## config.mk

```make
export PLATFORM = sky130hd
export DESIGN_NAME = conv_ctrl
export DESIGN_NICKNAME = d
export VERILOG_FILES = /design/src/rtl/conv_pkg.sv /design/src/rtl/conv_wt_streamer.sv /design/src/rtl/conv_ctrl.sv
export SDC_FILE = /design/constraint.sdc
export NUM_CORES = 1
export LEC_CHECK = 0
export CAP_MARGIN = 20
export CORE_MARGIN = 4
export CORE_UTILIZATION = 30
export CTS_CLUSTER_DIAMETER = 50
export DETAILED_ROUTE_END_ITERATION = 16
export PLACE_DENSITY = 0.48
export SYNTH_ARGS = -nofsm -noshare
export SYNTH_HDL_FRONTEND = slang
export SYNTH_SLANG_ARGS = --single-unit
```

## constraint.sdc

```tcl
create_clock -name clk -period 4.1 [get_ports clk]
set_input_delay 0.82 -clock clk [delete_from_list [all_inputs] [get_ports clk]]
set_output_delay 0.82 -clock clk [all_outputs]
set_load 0.005 [all_outputs]
```

## src/rtl/conv_pkg.sv

```systemverilog
// Shared constants and state encoding for the binary 5x5 conv sequencer.
package conv_pkg;

  localparam int K     = 5;
  localparam int KK    = K * K;
  localparam int NI0   = 28;
  localparam int NI1   = 12;
  localparam int EXP0  = (NI0 - K + 1) * (NI0 - K + 1);
  localparam int EXP1  = (NI1 - K + 1) * (NI1 - K + 1);
  localparam int OVC_W = 11;
  localparam int LC_W  = 5;

  typedef enum logic [1:0] {
    S_IDLE,
    S_LOAD,
    S_RUN,
    S_GAP
  } state_t;

  function automatic logic [OVC_W-1:0] exp_count(
    input logic layer
  );
    return layer ? OVC_W'(EXP1) : OVC_W'(EXP0);
  endfunction

endpackage

```

## src/rtl/conv_wt_streamer.sv

```systemverilog
// LOAD-phase counter, weight address generator and 1-cycle read alignment.
module conv_wt_streamer
  import conv_pkg::*;
#(
  parameter int WADDR_W = 12
) (
  input  logic               clk,
  input  logic               rstn,
  input  logic               load,
  input  logic [WADDR_W-1:0] kbase,
  input  logic               wt_rdata,
  output logic [LC_W-1:0]    lcnt,
  output logic               last,
  output logic [WADDR_W-1:0] wt_addr,
  output logic               weight_en,
  output logic               weight
);

  logic [LC_W-1:0] cnt;

  always_ff @(posedge clk or negedge rstn) begin
    if (!rstn) begin
      cnt <= '0;
    end else if (load && !last) begin
      cnt <= cnt + LC_W'(1);
    end else begin
      cnt <= '0;
    end
  end

  assign lcnt      = cnt;
  assign last      = load && (cnt == LC_W'(KK));
  assign weight_en = load && (cnt < LC_W'(KK));
  assign wt_addr   = weight_en ? kbase + WADDR_W'(cnt) : '0;
  // read data trails the address by one cycle
  assign weight    = (load && cnt != '0) ? wt_rdata : 1'b0;

endmodule

```

## src/rtl/conv_ctrl.sv

```systemverilog
// Per-layer sequencer: loads each kernel's weights, runs the engine,
// checks output-valid counts and steps through all kernels.
module conv_ctrl
  import conv_pkg::*;
#(
  parameter int WADDR_W = 12,
  parameter int NK_W    = 6,
  parameter int WIN_LAG = 2,
  parameter int TIMEOUT = 2047
) (
  input  logic               clk,
  input  logic               rstn,
  input  logic               cmd_valid,
  output logic               cmd_ready,
  input  logic               cmd_layer,
  input  logic [NK_W-1:0]    cmd_nk,
  input  logic [WADDR_W-1:0] cmd_wbase,
  output logic [WADDR_W-1:0] wt_addr,
  input  logic               wt_rdata,
  output logic               conv_start,
  output logic               conv_weight_en,
  output logic               conv_weight,
  output logic               conv_state,
  output logic               win_start,
  input  logic               conv_ovalid,
  input  logic               conv_done,
  output logic [NK_W-1:0]    ker_idx,
  output logic               busy,
  output logic               done,
  output logic               err
);

  localparam int RUN_W = $clog2(TIMEOUT + 1);

  state_t               state_q, state_d;
  logic                 layer_q;
  logic [NK_W-1:0]      nk_last_q;
  logic [WADDR_W-1:0]   kbase_q;
  logic [NK_W-1:0]      ker_q;
  logic [OVC_W-1:0]     ovcnt_q;
  logic [OVC_W-1:0]     ov_next;
  logic [RUN_W-1:0]     run_q;
  logic                 err_q;
  logic                 done_q;
  logic                 done_d;
  logic                 accept;
  logic                 is_load;
  logic                 is_run;
  logic                 is_gap;
  logic                 last_ker;
  logic                 tmo;
  logic [LC_W-1:0]      lcnt;
  logic                 lload_last;

  assign is_load  = (state_q == S_LOAD);
  assign is_run   = (state_q == S_RUN);
  assign is_gap   = (state_q == S_GAP);
  assign cmd_ready = rstn && (state_q == S_IDLE);
  assign accept   = cmd_valid && cmd_ready;
  assign last_ker = (ker_q == nk_last_q);
  assign tmo      = (run_q == RUN_W'(TIMEOUT - 1));
  assign ov_next  = ovcnt_q
                  + OVC_W'(conv_ovalid && (ovcnt_q != '1));

  conv_wt_streamer #(
    .WADDR_W (WADDR_W)
  ) u_stream (
    .clk       (clk),
    .rstn      (rstn),
    .load      (is_load),
    .kbase     (kbase_q),
    .wt_rdata  (wt_rdata),
    .lcnt      (lcnt),
    .last      (lload_last),
    .wt_addr   (wt_addr),
    .weight_en (conv_weight_en),
    .weight    (conv_weight)
  );

  always_comb begin
    state_d = state_q;
    done_d  = 1'b0;
    unique case (state_q)
      S_IDLE: if (accept) state_d = S_LOAD;
      S_LOAD: if (lload_last) state_d = S_RUN;
      S_RUN:  if (conv_done || tmo) state_d = S_GAP;
      S_GAP: begin
        if (last_ker) begin
          state_d = S_IDLE;
          done_d  = 1'b1;
        end else begin
          state_d = S_LOAD;
        end
      end
      default: state_d = S_IDLE;
    endcase
  end

  always_ff @(posedge clk or negedge rstn) begin
    if (!rstn) begin
      state_q   <= S_IDLE;
      layer_q   <= 1'b0;
      nk_last_q <= '0;
      kbase_q   <= '0;
      ker_q     <= '0;
      ovcnt_q   <= '0;
      run_q     <= '0;
      err_q     <= 1'b0;
      done_q    <= 1'b0;
    end else begin
      state_q <= state_d;
      done_q  <= done_d;
      if (accept) begin
        layer_q   <= cmd_layer;
        nk_last_q <= (cmd_nk == '0) ? '0 : cmd_nk - NK_W'(1);
        kbase_q   <= cmd_wbase;
        ker_q     <= '0;
        err_q     <= 1'b0;
      end
      if (is_run) begin
        ovcnt_q <= ov_next;
        run_q   <= run_q + RUN_W'(1);
        // count includes an ovalid coincident with done
        if (conv_done && (ov_next != exp_count(layer_q)))
          err_q <= 1'b1;
        if (!conv_done && tmo)
          err_q <= 1'b1;
      end else begin
        run_q <= '0;
      end
      if (is_gap) begin
        ovcnt_q <= '0;
        if (!last_ker) begin
          ker_q   <= ker_q + NK_W'(1);
          kbase_q <= kbase_q + WADDR_W'(KK);
        end
      end
    end
  end

  assign conv_start = is_load || is_run;
  assign win_start  = is_load && (lcnt == LC_W'(WIN_LAG));
  assign conv_state = layer_q;
  assign ker_idx    = ker_q;
  assign busy       = (state_q != S_IDLE);
  assign done       = done_q;
  assign err        = err_q;

endmodule
```

==> results.json <==
{
  "clk-insertion-delay-late_ns": 0.30,
  "maxSlewViolCount": 0,
  "r2r-start": "ovcnt_q[3]",
  "initial_core_util_pct": 31.15,
  "grt_overflow": 0,
  "die_area_mm2": 0.01383,
  "cts_setup_buffers": 0,
  "worst-path-max-fanout": 7,
  "cp_top_family": "compound AO/OA/AOI/OAI gates",
  "fmax_ghz": 0.2677,
  "ant_nets": 0,
  "synth-async-reset-ratio_pct": 100.0,
  "worstSetupPathType": "flop to output port",
  "yosys_register_bits": 56,
  "post-synth-top-count-cell": "dfrtp_1",
  "synth_edf_count": 0,
  "yosys-top-cells-count": "dfrtp_1, nand2_1, nor2_1",
  "met2_usage_pct": 21.35,
  "antenna_found_initial": 0,
  "cp_slowest_cell": "clkdlybuf4s50_1",
  "holdWs_ns": 0.3862,
  "yosys_warnings": 0,
  "worst_slew_pin_slew_ns": 0.6985,
  "dr.pass1.iters": 6,
  "grt_max_degree": 51,
  "status": "completed",
  "r2r_setup_slack_ns": 1.44,
  "setup_viol": 0,
  "syn-num-nets": 437,
  "synthTopCellsByArea": "dfrtp_1, ha_1, xor2_1, nand2_1, nor2_1",
  "worstRegToRegCells": 10,
  "cts-htree-levels": 2,
  "synth_xor_xnor_area_share_pct": 9.691,
  "cp.arrival_ns": 2.92,
  "critPathBufInv": 1,
  "drive_gt1_share_pct": 7.094,
  "finalHoldViolations": 0,
  "slew_headroom_pct": 53.12,
  "pwr-share-seq_pct": 32.6,
  "gp_congestion": 0.7407,
  "fin_ws_ns": 0.3643,
  "cap_violations": 0,
  "clkTransAtPathRegs_ns": 0.08,
  "place_inst": 572,
  "grt_usage_pct": 13.23,
  "synth.top_cell.area_share_pct": 38.90,
  "cts_sinks": 56,
  "swShare_pct": 39.56,
  "grt_pass1_vias": 2970,
  "cts_root_buf": "clkbuf_16",
  "r2r-end": "err",
  "cp.depth": 8,
  "die_height_um": 117.6,
  "core_area_mm2": 0.01156,
  "postSynthAreaPerCell_um2": 9.260,
  "place_ws_ns": 0.6831,
  "worstPathRequired_ns": 3.28,
  "drt-initial-drc-count": 118,
  "worstPathCellList": "ha_1 -> fa_1 -> a21o_1 -> a21o_1 -> a21oi_1 -> o21ai_0 -> a21oi_1 -> clkdlybuf4s50_1",
  "drt_wl_total_mm": 8.710,
  "fin_nets": 484,
  "fp.dieW_um": 117.6,
  "fin_util_pct": 38.03,
  "p_switching_mw": 1.086,
  "vias": 2959,
  "tns_ns": 0,
  "synth_compound_area_share_pct": 16.39,
  "synth_top_family_by_area": "simple AND/OR/NAND/NOR gates",
  "yosys.area.top_type": "dfrtp_1",
  "cts_max_path_buffers": 2,
  "synthFlopType": "dfrtp_1",
  "p_leak_nw": 1.863,
  "drc": 0,
  "num_rows": 39,
  "synth_area_mm2": 0.003602,
  "endpoint": "wt_addr[8]",
  "area_growth_pct": 22.09,
  "port_buffers": 51,
  "met3_usage_pct": 2.403,
  "ios": 52,
  "cts_resized": 0,
  "synth_cell_types": 56,
  "yosys.area_share.simple_pct": 22.23,
  "ys_seq_area_share_pct": 38.90,
  "synth_adder_area_share_pct": 8.197,
  "ir_drop_uv": 221.9,
  "rsz0062_at_grt": "no",
  "fin_crit_ns": 3.736,
  "cts-buffers-inserted": 5,
  "synth_mux_area_share_pct": 0.8336,
  "hold_class": "input port to async pin",
  "met1_usage_pct": 17.83,
  "fin_worst_skew_ns": 0.006946,
  "setup.worst_path.start": "u_stream.lcnt[0]",
  "pwr-share-comb_pct": 49.1,
  "wl_per_cell_um": 15.02,
  "antenna_cells": 0,
  "cts_tree": "built",
  "post-route-period-util_pct": 91.11,
  "netlist_instances": 389,
  "p_int_mw": 1.659,
  "max_stage_delay_ns": 0.52,
  "hpwl_mm": 6.403,
  "end_kind": "output port",
  "vias_per_cell": 5.102,
  "layout.cells.non_filler": 580,
  "cts_hold_buf": 0,
  "grt_pass1_wl_mm": 15.14,
  "crit_path_start_kind": "flop",
  "busiest_layer": "met2",
  "clock_power_share_pct": 18.3,
  "power.density_mw_per_mm2": 624.2
}
[layout by cell type (no fill, tap or decap), types with 6 or more instances in the layout]
master	n
nand3_1	22
nand4_1	11
nor3_1	6
or3_1	13
inv_1	12
clkdlybuf4s50_1	50
a21oi_1	16
o21ai_0	21
and3_1	11
xor2_1	26
dfrtp_1	56
ha_1	22
nor2_1	36
nand2_1	37
xnor2_1	12
[stage by stage]
stage,power (mW),cell area (um2)
finish,2.745,4398
global route,3.000,4398
CTS,2.790,4398
detailed placement,2.268,4227
global placement,2.245,4227
floorplan,1.767,3602
[per-layer routing]
metal / wire length, um / vias up
met5: 0 / -
met4: 102 / 0
met3: 297 / 7
met2: 3975 / 55
met1: 4335 / 1407
li1: - / 1490
[worst min-delay path by stage]
stage,start,endpoint,cells past startpoint,slack [ns]
after floorplan,nk_last_q[0],nk_last_q[0],2,0.47
after global placement,nk_last_q[0],nk_last_q[0],2,0.49
after detailed placement,nk_last_q[1],nk_last_q[1],2,0.51
after CTS,rstn,run_q[10],1,0.38
after global routing,rstn,run_q[1],1,0.39
final,rstn,run_q[6],1,0.39
[sequential cells by signal, summed over array words and instances (netlist names)]
name,cells
kbase_q,12
ovcnt_q,11
run_q,11
ker_idx,6
nk_last_q,6
u_stream.lcnt,5
state_q,2
conv_state,1
done,1
err,1
[power by group through the flow]
stage | Combinational [mW] | Sequential [mW] | Clock [mW]
2_1_floorplan | 0.920 | 0.847 | 0
3_3_place_gp | 1.34 | 0.903 | 0
3_5_place_dp | 1.36 | 0.907 | 0
4_1_cts | 1.37 | 0.897 | 0.527
5_1_grt | 1.52 | 0.930 | 0.548
6_report | 1.35 | 0.894 | 0.503
[area by class of cell]
cell class | instances | area [um2]
inverters | 12 | 45.04
clock inverters | 3 | 46.29
clock buffers | 5 | 125.1
fillers | 1210 | 7167
flip-flops and latches | 56 | 1401
repair buffers | 55 | 535.5
well taps | 143 | 178.9
multi-input cells | 306 | 2066
[cells by family (layout without fill, tap and decap cells)]
group                    Yosys count  in the layout
XOR/XNOR                          39             39
AO/OA/AOI/OAI                     85             85
multiplexers                       3              3
AND/OR/NAND/NOR                  156            156
buffers and inverters             27             75
flip-flops                        56             56
adder cells (fa/ha/maj)           23             23
Note: power is estimated with default switching activity, not from simulation.
